## src/rtl/axis_rr_packet_arbiter.sv

```systemverilog
// axis_rr_packet_arbiter
// Round-robin, packet-locked arbiter merging N_IN AXI-Stream inputs onto one
// registered output. A grant is held from the first beat of a packet to its
// tlast beat. The next search starts one input past the last owner.
// Optional build macro AXIS_ARB_PERF_EN adds the pkt_cnt port, which holds
// per-input saturating counters of completed packets.
module axis_rr_packet_arbiter #(
  parameter int DATA_WIDTH = 40,
  parameter int ID_WIDTH   = 3,
  parameter int N_IN       = 5
) (
  input  logic                       ACLK,
  input  logic                       ARESETn,
  input  logic [N_IN-1:0]            s_tvalid,
  output logic [N_IN-1:0]            s_tready,
  input  logic [N_IN*DATA_WIDTH-1:0] s_tdata,
  input  logic [N_IN*ID_WIDTH-1:0]   s_tid,
  input  logic [N_IN-1:0]            s_tlast,
  output logic                       m_tvalid,
  input  logic                       m_tready,
  output logic [DATA_WIDTH-1:0]      m_tdata,
  output logic [ID_WIDTH-1:0]        m_tid,
  output logic                       m_tlast,
  output logic [N_IN-1:0]            grant
`ifdef AXIS_ARB_PERF_EN
  ,
  output logic [N_IN*16-1:0]         pkt_cnt
`endif
);

  localparam int IDX_W = (N_IN > 1) ? $clog2(N_IN) : 1;
  localparam logic [N_IN-1:0] ONE_HOT0 = N_IN'(1);

  typedef enum logic {IDLE, LOCKED} state_t;

  state_t                state, state_nxt;
  logic [IDX_W-1:0]      rr_ptr;
  logic [IDX_W-1:0]      g_idx;
  logic [IDX_W-1:0]      pick_idx;
  logic [IDX_W-1:0]      cand;
  logic                  pick_found;
  logic                  out_ready;
  logic                  accept;
  logic                  accept_last;
  logic [DATA_WIDTH-1:0] in_data [N_IN];
  logic [ID_WIDTH-1:0]   in_id   [N_IN];

  // Split the flat input buses into per-input lanes.
  always_comb begin
    for (int k = 0; k < N_IN; k++) begin
      in_data[k] = s_tdata[k*DATA_WIDTH +: DATA_WIDTH];
      in_id[k]   = s_tid[k*ID_WIDTH +: ID_WIDTH];
    end
  end

  // Find the first valid input, starting at rr_ptr and wrapping modulo N_IN.
  always_comb begin
    // NOTE: every signal written here gets a default first, so no path leaves
    // it unassigned and no latch is inferred.
    pick_found = 1'b0;
    pick_idx   = '0;
    cand       = '0;
    for (int i = 0; i < N_IN; i++) begin
      cand = IDX_W'((int'(rr_ptr) + i) % N_IN);
      if (!pick_found && s_tvalid[cand]) begin
        pick_found = 1'b1;
        pick_idx   = cand;
      end
    end
  end

  // The owner may move a beat whenever the output register is empty or is
  // draining in this cycle. Only the granted lane ever sees ready.
  always_comb begin
    out_ready   = !m_tvalid || m_tready;
    s_tready    = (state == LOCKED && out_ready) ? grant : '0;
    accept      = (state == LOCKED) && out_ready && s_tvalid[g_idx];
    accept_last = accept && s_tlast[g_idx];
  end

  // FSM state register.
  always_ff @(posedge ACLK or negedge ARESETn) begin
    // NOTE: clocked state uses non-blocking assignments only, so every
    // register samples pre-edge values no matter how the blocks are ordered.
    if (!ARESETn) state <= IDLE;
    else          state <= state_nxt;
  end

  // FSM next state: one arbitration cycle, then locked until tlast is accepted.
  always_comb begin
    state_nxt = state;
    unique case (state)
      IDLE:    if (pick_found)  state_nxt = LOCKED;
      LOCKED:  if (accept_last) state_nxt = IDLE;
      default: state_nxt = IDLE;
    endcase
  end

  // Grant owner and round-robin pointer.
  always_ff @(posedge ACLK or negedge ARESETn) begin
    if (!ARESETn) begin
      grant  <= '0;
      g_idx  <= '0;
      rr_ptr <= '0;
    end else if (state == IDLE && pick_found) begin
      grant <= ONE_HOT0 << pick_idx;
      g_idx <= pick_idx;
    end else if (accept_last) begin
      grant  <= '0;
      rr_ptr <= (g_idx == IDX_W'(N_IN - 1)) ? '0 : g_idx + 1'b1;
    end
  end

  // Output register stage: a new beat can load while the old one drains.
  always_ff @(posedge ACLK or negedge ARESETn) begin
    // NOTE: the datapath registers are reset as well as m_tvalid, so a reset
    // mid-packet leaves no stale beat visible on m_tdata, m_tid or m_tlast.
    if (!ARESETn) begin
      m_tvalid <= 1'b0;
      m_tdata  <= '0;
      m_tid    <= '0;
      m_tlast  <= 1'b0;
    end else if (accept) begin
      m_tvalid <= 1'b1;
      m_tdata  <= in_data[g_idx];
      m_tid    <= in_id[g_idx];
      m_tlast  <= s_tlast[g_idx];
    end else if (m_tready) begin
      m_tvalid <= 1'b0;
    end
  end

`ifdef AXIS_ARB_PERF_EN
  logic [15:0] cnt [N_IN];

  // Count completed packets per input, saturating at all-ones.
  always_ff @(posedge ACLK or negedge ARESETn) begin
    if (!ARESETn) begin
      for (int k = 0; k < N_IN; k++) cnt[k] <= '0;
    end else if (accept_last && cnt[g_idx] != 16'hFFFF) begin
      cnt[g_idx] <= cnt[g_idx] + 16'd1;
    end
  end

  // Pack the counters, input k at bits [k*16 +: 16].
  always_comb begin
    for (int k = 0; k < N_IN; k++) pkt_cnt[k*16 +: 16] = cnt[k];
  end
`endif

endmodule
```

## config.mk

```make
export PLATFORM = sky130hd
export DESIGN_NAME = axis_rr_packet_arbiter
export DESIGN_NICKNAME = d
export VERILOG_FILES = /design/src/rtl/axis_rr_packet_arbiter.sv
export SDC_FILE = /design/constraint.sdc
export NUM_CORES = 1
export LEC_CHECK = 0
export ABC_AREA = 1
export BUFFER_PORTS_ARGS = -buffer_cell sky130_fd_sc_hd__buf_2
export CAP_MARGIN = 20
export CELL_PAD_IN_SITES_DETAIL_PLACEMENT = 0
export CELL_PAD_IN_SITES_GLOBAL_PLACEMENT = 1
export CORE_ASPECT_RATIO = 1.5
export CORE_MARGIN = 4
export CORE_UTILIZATION = 31
export DETAILED_ROUTE_END_ITERATION = 8
export HOLD_SLACK_MARGIN = 0.12
export PLACE_DENSITY_LB_ADDON = 0.1
export SLEW_MARGIN = 20
export SYNTH_ARGS = -nofsm -noshare
export SYNTH_HDL_FRONTEND = slang
export SYNTH_SLANG_ARGS = --single-unit
```

## constraint.sdc

```tcl
create_clock -name ACLK -period 7.3 [get_ports ACLK]
set_input_delay 0.365 -clock ACLK [delete_from_list [all_inputs] [get_ports ACLK]]
set_output_delay 0.365 -clock ACLK [all_outputs]
set_load 0.01 [all_outputs]
```

==> impl_metrics.toml <==
[synth]
ys_types = 37
yosys.area.top_type_share = 0.276
synth_nets = 1053
synth_area_um2 = 5180
yosys.area.top_type = "dfrtp_1"
syn_area_per_cell_um2 = 6.45
ys_ff_latch = 57
netlist_instances = 802
ys_top_cells_by_area = "dfrtp_1 28%, nor2_1 11%, o21ai_0 10%"
ys_seq_area_frac = 0.276
synth_warnings = 0

[placed_design]
finalWeightedCongestion = 0.862
dpl_worst_slack_ps = 3030
place_hpwl_mm = 16.7
port_buffers = 282

[clock_network]
insertion_delay_ps = 340
cts_tree = "yes"
cts.sinks = 57
ctsRootBufferMaster = "clkbuf_16"
htree_levels = 3
cts.path.max_buffers = 2
post_cts_buffers = 0
cts.reportedPaths.clkPinSlew_ps = 50
numCtsBuffers = 9
cts-hold-fix-buffers = 0
cts.repair.resized = 0

[global_routing]
grt-ovfl-total = 0
met3_usage = 0.0602
grt_busiest_layer = "met2"
grt_pass1_wl_mm = 34.4
met2_usage = 0.401
grt_max_degree = 96
grtUsageTotal = 0.229
antenna_found_initial = 4
grt_pass1_vias = 6383
gr-usage-met1 = 0.266

[routing]
initialDrtViolationCount = 360
wl_per_cell_um = 17.8
wl_mm = 22.4
ant_nets = 0
firstDrtPassIters = 4
viasPerCell = 5.17
drc = 0
vias = 6499

[worst_setup_path]
cp.required_ps = 7470
cp.buffers_inverters = 4
cp_top_family = "simple AND/OR/NAND/NOR gates"
timing.rr.start = "rr_ptr[0]"
arrival_ps = 4460
critPathLaunchType = "register"
startpoint = "rr_ptr[0]"
crit_path_frequent_cell = "nand2_1"
max_stage_delay_ps = 750
path_class = "reg2reg"
crit_fanout = 16
crit_chain = "inv_1 -> ha_1 -> inv_2 -> ha_1 -> inv_1 -> nand3_2 -> nand2_1 -> xor2_1 -> ha_1 -> nand2_1 -> nand3_2 -> nand2_1 -> nand2_2 -> nand2_2 -> nand2_1 -> nand3_1 -> nand2_1 -> nand2_1 -> nand2_2 -> nor2_4 -> a21oi_4 -> inv_2 -> nor2_2 -> a21oi_1"
crit_slowest_cell = "dfrtp_1"
end_kind = "register"

[run_status]
status = "completed"

[floorplanning]
die_w_um = 114
dieArea_um2 = 18900
core_um2 = 16300
rows = 57
die_y_um = 166
pin_count = 283
initial_core_util = 0.317

[layout]
syn2layout_area_growth_pct = 35.0
layout_common_cells = "282 x buf_2, 148 x nor2_1, 127 x nand2_1"
final_common_cell = "buf_2"
fin_nets = 1293
drive_gt1_frac = 0.322
utilization = 0.428

[timing]
slew_headroom = 0.256
hold_violations = 0
final.setup.worst_slack_ps = 3010
tightest_slew_ps = 1100
finalClockSkew_ps = 9.17
slew_viol_final = 0
finalCritPeriodShare = 0.588
fmax_mhz = 233
tns_ps = 0
grt_setup_unrepaired = "false"
period_needed_ps = 4290
final-setup-viol-count = 0

[power_and_ir_drop]
peakVddDrop_uv = 385
p_leak_nw = 3.49
power_density_nw_per_um2 = 525

[run]
maxCapViolations = 0

[hold_path]
min_path_type = "in2async"
[power breakdown]
group          internal (W)  switching, W  leakage, nW
clock network      0.000282      0.000153        0.150
logic              0.000883       0.00176         2.69
registers          0.000481      0.000112        0.654
[sequential cells by signal, summed over array words and instances (netlist names)]
signal	flops
m_tid	3
g_idx	3
m_tlast	1
rr_ptr	3
m_tvalid	1
m_tdata	40
grant	5
state	1
[per-stage QoR]
step,hold slack [ps],total power [W],instances,instance area [um2]
after floorplan,69.4,0.00252,802,5180
after global placement,469,0.00324,1237,6670
after detailed placement,466,0.00326,1237,6670
after CTS,227,0.00371,1253,6970
after global routing,230,0.00405,1256,6980
final,183,0.00367,1258,6990
[per-layer routing]
layer / wire (um) / vias to the layer above
li1: - / 3255
met1: 8640 / 2986
met2: 11500 / 227
met3: 1740 / 29
met4: 485 / 2
met5: 13 / -
[synthesized netlist by cell type, drive strengths merged]
master	instances
buf	6
fa	1
o41ai	1
clkbuf	55
and2	1
o21a	1
or2	1
dfrtp	57
clkinv	1
inv	54
o21ai	111
mux2i	1
nor2	153
nor3	2
nand3	43
nand2	135
nand3b	3
a21oi	10
o22ai	44
ha	22
o211ai	2
a31oi	43
nand4	49
xor2	6
[final timing paths]
| kind | end | cells past startpoint | slack, ps |
|---|---|---|---|
| max | g_idx[1] | 24 | 3010 |
| min | m_tdata[19] | 2 | 180 |
| max reg2reg | g_idx[1] | 24 | 3010 |
| min reg2reg | m_tlast | 2 | 480 |
| max in group asynchronous | m_tdata[5] | 2 | 6570 |
| min in group ACLK | m_tvalid | 2 | 240 |
[final cells by class]
cell class | instances | area (um2)
fillers | 1852 | 9350
multi-input cells | 629 | 3310
repair buffers | 290 | 1470
flip-flops and latches | 57 | 1430
clock buffers | 13 | 260
well taps | 206 | 258
inverters | 55 | 209
clock inverters | 3 | 40.0
diodes | 5 | 12.5
[cell families (layout without fill, tap and decap cells)]
family,after synthesis,in the layout,share of synthesized area
buffers and inverters,116,361,0.0858
other,0,5,0
muxes,1,1,0.00435
adders and majority gates,23,23,0.0570
and+or+nand+nor,387,387,0.331
xor gates and xnor gates,6,6,0.0152
AOI/OAI and AO/OA,212,212,0.231
DFF,57,57,0.276
No activity file was read; power rests on OpenSTA's default activity.
